File: src/rtl/serial_bus_arbiter_n.sv
// ============================================================================
// Module      : serial_bus_arbiter_n
// Description : N-master serial bus arbiter. Fixed-priority or round-robin
//               grant, single outstanding split-transaction parking for one
//               split-capable slave, and an optional grant hold timeout.
// Revision    : 1.0 - initial release
// ============================================================================
`default_nettype none

module serial_bus_arbiter_n #(
    parameter int NUM_MASTERS    = 2,
    parameter int RR_MODE        = 1,
    parameter int TIMEOUT_CYCLES = 0
) (
    input  logic                           clk,
    input  logic                           rstn,
    input  logic [NUM_MASTERS-1:0]         breq,
    output logic [NUM_MASTERS-1:0]         bgrant,
    output logic [NUM_MASTERS-1:0]         msplit,
    output logic [$clog2(NUM_MASTERS)-1:0] owner_id,
    output logic                           bus_busy,
    input  logic                           s_split_req,
    input  logic                           s_split_done,
    output logic                           s_split_grant,
    output logic                           timeout
);

    localparam int c_OW = $clog2(NUM_MASTERS);
    localparam int c_CW = (TIMEOUT_CYCLES > 1) ? $clog2(TIMEOUT_CYCLES) : 1;
    localparam bit c_TO_EN = (TIMEOUT_CYCLES > 0);
    localparam bit c_RR_EN = (RR_MODE != 0);
    localparam logic [c_CW-1:0] c_TO_LAST = c_CW'(TIMEOUT_CYCLES - 1);
    localparam logic [c_OW-1:0] c_LAST_IDX = c_OW'(NUM_MASTERS - 1);
    localparam logic [NUM_MASTERS-1:0] c_ONE = NUM_MASTERS'(1);

    typedef enum logic [0:0] {
        S_IDLE = 1'b0,
        S_BUSY = 1'b1
    } state_t;

    state_t                  r_state, w_state_nxt;
    logic [NUM_MASTERS-1:0]  r_grant, w_grant_nxt;
    logic [NUM_MASTERS-1:0]  r_msplit, w_msplit_nxt;
    logic [c_OW-1:0]         r_owner, w_owner_nxt;
    logic                    r_split_grant, w_split_grant_nxt;
    logic                    r_timeout, w_timeout_nxt;
    logic [c_OW-1:0]         r_rr_ptr, w_rr_ptr_nxt;
    logic                    r_pending, w_pending_nxt;
    logic                    r_done_seen, w_done_seen_nxt;
    logic [c_OW-1:0]         r_parked, w_parked_nxt;
    logic [NUM_MASTERS-1:0]  r_to_mask, w_to_mask_nxt;
    logic [c_CW-1:0]         r_count, w_count_nxt;

    logic [NUM_MASTERS-1:0]  w_parked_mask;
    logic [NUM_MASTERS-1:0]  w_eligible;
    logic [c_OW-1:0]         w_cand;
    logic [c_OW-1:0]         w_winner;
    logic                    w_found;
    logic [c_OW-1:0]         w_owner_inc;

    // Pick the winning eligible master: lowest index, or first at/after rr_ptr
    always_comb begin
        w_parked_mask = '0;
        if (r_pending) begin
            w_parked_mask[r_parked] = 1'b1;
        end
        w_eligible = breq & ~w_parked_mask & ~r_to_mask;
        w_cand     = '0;
        w_winner   = '0;
        w_found    = 1'b0;
        for (int k = 0; k < NUM_MASTERS; k++) begin
            if (c_RR_EN) begin
                if (int'(r_rr_ptr) + k >= NUM_MASTERS) begin
                    w_cand = c_OW'(int'(r_rr_ptr) + k - NUM_MASTERS);
                end else begin
                    w_cand = c_OW'(int'(r_rr_ptr) + k);
                end
            end else begin
                w_cand = c_OW'(k);
            end
            if (!w_found && w_eligible[w_cand]) begin
                w_found  = 1'b1;
                w_winner = w_cand;
            end
        end
        w_owner_inc = (r_owner == c_LAST_IDX) ? '0 : r_owner + c_OW'(1);
    end

    // Next-state and output decode for the IDLE/BUSY arbitration FSM
    always_comb begin
        w_state_nxt       = r_state;
        w_grant_nxt       = r_grant;
        w_msplit_nxt      = r_msplit;
        w_owner_nxt       = r_owner;
        w_split_grant_nxt = r_split_grant;
        w_timeout_nxt     = 1'b0;
        w_rr_ptr_nxt      = r_rr_ptr;
        w_pending_nxt     = r_pending;
        w_done_seen_nxt   = r_done_seen;
        w_parked_nxt      = r_parked;
        // A timed-out master is re-admitted once it has dropped its request
        w_to_mask_nxt     = r_to_mask & breq;
        w_count_nxt       = r_count;

        if (r_pending && s_split_done) begin
            w_done_seen_nxt = 1'b1;
        end
        // Parked master abandoned its transaction: forget the split quietly
        if (r_pending && !breq[r_parked]) begin
            w_pending_nxt            = 1'b0;
            w_done_seen_nxt          = 1'b0;
            w_msplit_nxt[r_parked]   = 1'b0;
        end

        case (r_state)
            S_IDLE: begin
                if (r_pending && r_done_seen && breq[r_parked]) begin
                    // Split resume outranks any new request
                    w_grant_nxt            = c_ONE << r_parked;
                    w_owner_nxt            = r_parked;
                    w_msplit_nxt[r_parked] = 1'b0;
                    w_split_grant_nxt      = 1'b1;
                    w_pending_nxt          = 1'b0;
                    w_done_seen_nxt        = 1'b0;
                    w_count_nxt            = '0;
                    w_state_nxt            = S_BUSY;
                end else if (w_found) begin
                    w_grant_nxt       = c_ONE << w_winner;
                    w_owner_nxt       = w_winner;
                    w_split_grant_nxt = 1'b0;
                    w_count_nxt       = '0;
                    w_state_nxt       = S_BUSY;
                end
            end
            S_BUSY: begin
                if (s_split_req && !r_pending) begin
                    // Park the owner even if it released on this same cycle
                    w_grant_nxt           = '0;
                    w_msplit_nxt[r_owner] = 1'b1;
                    w_parked_nxt          = r_owner;
                    w_pending_nxt         = 1'b1;
                    w_done_seen_nxt       = 1'b0;
                    w_split_grant_nxt     = 1'b0;
                    w_state_nxt           = S_IDLE;
                end else if (c_TO_EN && (r_count == c_TO_LAST) && breq[r_owner]) begin
                    w_grant_nxt            = '0;
                    w_timeout_nxt          = 1'b1;
                    w_to_mask_nxt[r_owner] = 1'b1;
                    w_split_grant_nxt      = 1'b0;
                    if (c_RR_EN) begin
                        w_rr_ptr_nxt = w_owner_inc;
                    end
                    w_state_nxt = S_IDLE;
                end else if (!breq[r_owner]) begin
                    w_grant_nxt       = '0;
                    w_split_grant_nxt = 1'b0;
                    if (c_RR_EN) begin
                        w_rr_ptr_nxt = w_owner_inc;
                    end
                    w_state_nxt = S_IDLE;
                end else begin
                    w_count_nxt = r_count + c_CW'(1);
                end
            end
            default: begin
                w_grant_nxt       = '0;
                w_split_grant_nxt = 1'b0;
                w_state_nxt       = S_IDLE;
            end
        endcase
    end

    // State register with asynchronous active-low reset
    always_ff @(posedge clk or negedge rstn) begin
        if (!rstn) begin
            r_state       <= S_IDLE;
            r_grant       <= '0;
            r_msplit      <= '0;
            r_owner       <= '0;
            r_split_grant <= 1'b0;
            r_timeout     <= 1'b0;
            r_rr_ptr      <= '0;
            r_pending     <= 1'b0;
            r_done_seen   <= 1'b0;
            r_parked      <= '0;
            r_to_mask     <= '0;
            r_count       <= '0;
        end else begin
            r_state       <= w_state_nxt;
            r_grant       <= w_grant_nxt;
            r_msplit      <= w_msplit_nxt;
            r_owner       <= w_owner_nxt;
            r_split_grant <= w_split_grant_nxt;
            r_timeout     <= w_timeout_nxt;
            r_rr_ptr      <= w_rr_ptr_nxt;
            r_pending     <= w_pending_nxt;
            r_done_seen   <= w_done_seen_nxt;
            r_parked      <= w_parked_nxt;
            r_to_mask     <= w_to_mask_nxt;
            r_count       <= w_count_nxt;
        end
    end

    assign bgrant        = r_grant;
    assign msplit        = r_msplit;
    assign owner_id      = r_owner;
    assign bus_busy      = |r_grant;
    assign s_split_grant = r_split_grant;
    assign timeout       = r_timeout;

endmodule

`default_nettype wire

File: config.mk
export PLATFORM = sky130hd
export DESIGN_NAME = serial_bus_arbiter_n
export DESIGN_NICKNAME = d
export VERILOG_FILES = /design/src/rtl/serial_bus_arbiter_n.sv
export SDC_FILE = /design/constraint.sdc
export NUM_CORES = 1
export LEC_CHECK = 0
export CORE_UTILIZATION = 38
export CTS_CLUSTER_DIAMETER = 100
export DETAILED_ROUTE_END_ITERATION = 10
export SLEW_MARGIN = 25
export SYNTH_ARGS = -nofsm -noshare
export SYNTH_HDL_FRONTEND = slang
export SYNTH_SLANG_ARGS = --single-unit
File: constraint.sdc
create_clock -name clk -period 1.5 [get_ports clk]
set_input_delay 0.3 -clock clk [delete_from_list [all_inputs] [get_ports clk]]
set_output_delay 0.3 -clock clk [all_outputs]
set_load 0.1 [all_outputs]
After elaboration in Yosys (flattened, before gate mapping)
Cells that the tools add are included.
Widths: inputs -> output; s select.
{"block": "word_totals", "regBits": 13, "latchBits": 0, "mem_bits_rw": 0, "romBits": 0, "word_cells": 105, "mem_count": 0}
{"block": "op_classes", "addsub": 4, "multipliers": 0, "div": 0, "order_cmp": 8, "eq_ne": 2, "shifts": 2, "muxes": 50, "bitwise": 12, "n_reduce_logical": 17}
{"operator": "$mux 1", "count": 34}
{"operator": "$mux 2", "count": 8}
{"operator": "$and 2x2->2", "count": 5}
{"operator": "$logic_and 1x1->1", "count": 8}
{"operator": "$lt 1x2->1 const B", "count": 4}
{"operator": "$pmux 1 s2", "count": 4}
{"operator": "$pmux 2 s2", "count": 2}
{"operator": "$ne 3x3->1 const B", "count": 2}
{"operator": "$not 2->2", "count": 3}
{"operator": "$reduce_and 2->1", "count": 3}
{"operator": "$shl 1x1->2 const A", "count": 2}
{"operator": "$logic_not 1->1", "count": 3}
{"operator": "$not 1->1", "count": 3}
{"operator": "$reduce_and 3->1", "count": 1}
{"operator": "$add 1x1->2 const B", "count": 1}
{"operator": "$demux 1 s1", "count": 2}
{"operator": "$ge 1x1->1 const B", "count": 2}
{"operator": "$ge 1x2->1 const B", "count": 1}
{"operator": "$ge 2x2->1 const B", "count": 1}
{"operator": "$or 2x2->2", "count": 1}
{"operator": "$reduce_bool 2->1", "count": 1}
{"operator": "$reduce_or 2->1", "count": 1}
{"operator": "$sub 1x1->1 const B", "count": 2}
{"operator": "$add 1x1->1 const B", "count": 1}

Logic depth before layout (Yosys ltp)
{"block": "logic_depth", "depth_word": 18, "depth_mapped": 5}

Least setup slack after synthesis
Ideal clock, no wire load.
{"block": "synth_path", "path_kind": "reg-to-reg", "from": "register r_owner (netlist: owner_id)", "to": "register r_grant[0] (netlist: bgrant[0])", "setup_ns": 0.126, "t_arrival_ns": 1.686, "t_required_ns": 1.374, "path_slack_ns": -0.312, "stages_incl_launch_ff": 4, "path_buffers": 0, "period_less_slack_ns": 1.812, "cell_sequence": "dfrtp_1 mux2i_1 nor2_1 a221o_1"}
{"block": "synth_via", "elab_chain_len": 4}
{"element": "start: declaration", "line": "44", "source": "logic [c_OW-1:0] r_owner, w_owner_nxt;"}
{"element": "start signal: assignment", "line": "192", "source": "r_owner <= w_owner_nxt;"}
{"element": "$mux 1 (not written as such) (2 in a row)", "line": "154", "source": "end else if (!breq[r_owner]) begin"}
{"element": "$ne 3x3->1 (no line)"}
{"element": "$reduce_and 2->1 (no line)"}
{"element": "end signal: assignment", "line": "190", "source": "r_grant <= w_grant_nxt;"}
{"element": "end: declaration", "line": "42", "source": "logic [NUM_MASTERS-1:0] r_grant, w_grant_nxt;"}
No other way between the ends. The select of a mux whose other input is x is not followed.
A chain may end at the register's enable or synchronous reset.

Worst setup path in the final report
{"block": "layout_path", "from": "register r_grant[1] (netlist: bgrant[1])", "to": "output bus_busy"}
{"block": "layout_via", "elab_chain_len": 1}
{"element": "$reduce_or 2->1", "line": "207", "source": "assign bus_busy = |r_grant;"}
{"element": "end: declaration", "line": "21", "source": "output logic bus_busy,"}
No other way between the ends.

==> impl_metrics.py <==
metrics = {
    "sta": {
        "setup_viol": 0,
        "grt_setup_unrepaired": "no",
        "timing.hold.ws_ns": 0.261,
        "hold_violations": 0,
        "fin_skew_ns": 0.00478,
        "max_freq_mhz": 686,
        "min_period_ns": 1.46,
        "slew_violations": 0,
        "period_share_pct": 97.1,
    },
    "clocking": {
        "cts_sinks": 13,
        "cts_setup_buffers": 0,
        "ctsHoldBuffers": 0,
        "clock_path_buffers": 2,
        "cts_root_buf": "clkbuf_4",
        "post_cts_resized": 0,
        "clk_latency_ns": 0.27,
        "cts.htree.levels": 1,
        "cts_tree": "built",
        "clkTransAtPathRegs_ns": 0.08,
        "cts-buffers-inserted": 3,
    },
    "worst_setup_path": {
        "crit_type": "flop to primary output",
        "worst_setup_path_start_kind": "flop",
        "path_cells": "or2_4, buf_12",
        "cp_max_fo": 4,
        "critPathLaunch": "bgrant[1]",
        "critPathArrivalTime_ns": 1.16,
        "cp-end-kind": "primary output",
        "r2r-start": "r_pending",
        "crit_buf_inv": 1,
        "critPathMaxStageDelay_ns": 0.45,
        "critical-path-slowest-cell": "dfrtp_2",
        "cp_top_family": "flip-flops",
        "worstPathRequired_ns": 1.20,
    },
    "logic_synthesis": {
        "yosys_warnings": 0,
        "syn_inst": 70,
        "avgSynthCellArea_um2": 9.74,
        "seq_area_frac_synth_pct": 47.7,
        "synthesis.area_um2": 682,
        "ys_types": 29,
        "ys_ff_latch": 13,
        "synth_nets": 76,
    },
    "routing": {
        "wl_per_cell_um": 13.0,
        "vias": 605,
        "drc": 0,
        "firstDrtPassIters": 5,
        "via_per_inst": 5.08,
        "wirelength_um": 1550,
        "drtIter0Drc": 9,
        "ant_nets": 0,
    },
    "global_routing": {
        "antenna_found_initial": 0,
        "grt_start_max_net_pins": 13,
        "grt_pass1_wl_um": 2640,
        "grtUsageTotal_pct": 19.5,
        "grt_pass1_vias": 585,
        "grt.overflow.total": 0,
    },
    "floorplan": {
        "die_x_um": 44.4,
        "start_util_pct": 42.8,
        "io_pins": 14,
        "placementRows": 14,
        "die_area_um2": 1970,
        "dieHeight_um": 44.4,
        "fp.coreArea_um2": 1590,
    },
    "final_layout": {
        "area_delta_synth_final_pct": 50.1,
        "drive_gt1_share_pct": 31.6,
        "post-route-util_pct": 64.2,
        "mostFrequentLayoutCells": "buf_4 (11), dfrtp_1 (10), nand2_1 (7), buf_12 (7), nand2b_1 (5)",
        "final_area_um2": 1020,
        "fillers": 133,
        "layout_commonest_cell": "buf_4",
        "layout.nets": 102,
        "n_antenna_cell": 0,
    },
    "placement": {
        "place_area_um2": 982,
        "post-dp-hpwl_um": 1240,
        "portBuffers": 12,
        "routabilityCongestion": 0.815,
    },
    "pwr": {
        "peakVddDrop_mv": 1.47,
        "p_leak_nw": 0.458,
        "p_per_area_nw_per_um2": 2360,
    },
    "job": {
        "max_cap_viol_count": 0,
    },
    "min_path": {
        "hp-class": "primary input to asynchronous set/reset pin",
    },
    "status": {
        "status": "completed",
    },
}
-- path summary, 6_finish.rpt --
path,cells after the start,slack [ns],end
max,2,0.04,bus_busy
min,1,0.26,r_state
max reg2reg,4,0.11,s_split_grant
min reg2reg,1,0.51,r_to_mask[1]
max in group asynchronous,2,0.82,r_done_seen
min in group clk,2,0.38,r_to_mask[1]
-- state kept, by name, summed over array words and instances, names as in the netlist --
| name | count |
|---|---|
| msplit | 2 |
| r_state | 1 |
| r_parked | 1 |
| s_split_grant | 1 |
| r_to_mask | 2 |
| owner_id | 1 |
| r_pending | 1 |
| r_rr_ptr | 1 |
| bgrant | 2 |
| r_done_seen | 1 |
-- kinds of logic after synthesis --
logic type / Yosys count / synth area share [%]
muxes: 3 / 4.40
other: 1 / 0.550
AOI/OAI and AO/OA: 20 / 21.1
and+or+nand+nor: 28 / 22.9
buffers and inverters: 5 / 3.30
DFF: 13 / 47.7
-- synthesized netlist by cell type (all sizes together) --
| cell type | count | area (um^2) |
|---|---|---|
| o2bb2ai | 2 | 17.5 |
| a21oi | 5 | 28.8 |
| nor3b | 1 | 7.51 |
| or2 | 1 | 6.26 |
| conb | 1 | 3.75 |
| or3 | 1 | 6.26 |
| nand2 | 7 | 26.3 |
| o22ai | 2 | 12.5 |
| o21ai | 3 | 15.0 |
| a211oi | 1 | 7.51 |
| buf | 1 | 7.51 |
| o2111ai | 1 | 8.76 |
| o21bai | 1 | 7.51 |
| a221oi | 1 | 8.76 |
| a21boi | 1 | 7.51 |
| mux2i | 3 | 30.0 |
| nand4bb | 1 | 11.3 |
| dfrtp | 13 | 325 |
| and2 | 3 | 18.8 |
| nor2b | 4 | 25.0 |
| nand3b | 1 | 7.51 |
| inv | 3 | 11.3 |
| a221o | 2 | 20.0 |
| o21ba | 1 | 10.0 |
| clkbuf | 1 | 3.75 |
| nor3 | 1 | 5.00 |
| nand2b | 5 | 31.3 |
| nor2 | 3 | 11.3 |
-- cell type report --
type / count / area, um^2 / area share [%]
Clock buffer: 4 / 26.3 / 2.57
Inverter: 3 / 11.3 / 1.10
Multi-Input combinational cell: 52 / 347 / 33.9
Sequential cell: 13 / 332 / 32.4
Tap cell: 24 / 30.0 / 2.93
Timing Repair Buffer: 23 / 278 / 27.1
-- per-stage QoR --
stage          power (mW)  setup WS (ns)  setup TNS [ns]  instances
4_1_cts              2.41         0.0262               0        119
3_5_place_dp         2.19         -0.270           -1.54        115
3_3_place_gp         2.17         -0.239           -1.34        115
2_1_floorplan        1.61         0.0720               0         70
5_1_grt              2.53        0.00407               0        119
6_report             2.41         0.0432               0        119
-- report_power, final --
group / switching (mW) / total (mW) / leakage, nW / internal [mW]
sequential: 0.217 / 0.712 / 0.159 / 0.495
combinational: 0.887 / 1.49 / 0.285 / 0.602
clock: 0.108 / 0.211 / 0.0150 / 0.103
total: 1.21 / 2.41 / 0.458 / 1.20
-- routing by layer --
| layer | vias up | part of all wire (%) | track usage, % |
|---|---|---|---|
| met5 | - | 0 | 0 |
| met4 | 0 | 0 | 5.45 |
| met2 | 17 | 48 | 32.4 |
| li1 | 297 | - | - |
| met1 | 291 | 47 | 23.8 |
| met3 | 0 | 4.9 | 7.35 |
Power figures use the tool's default switching activity.
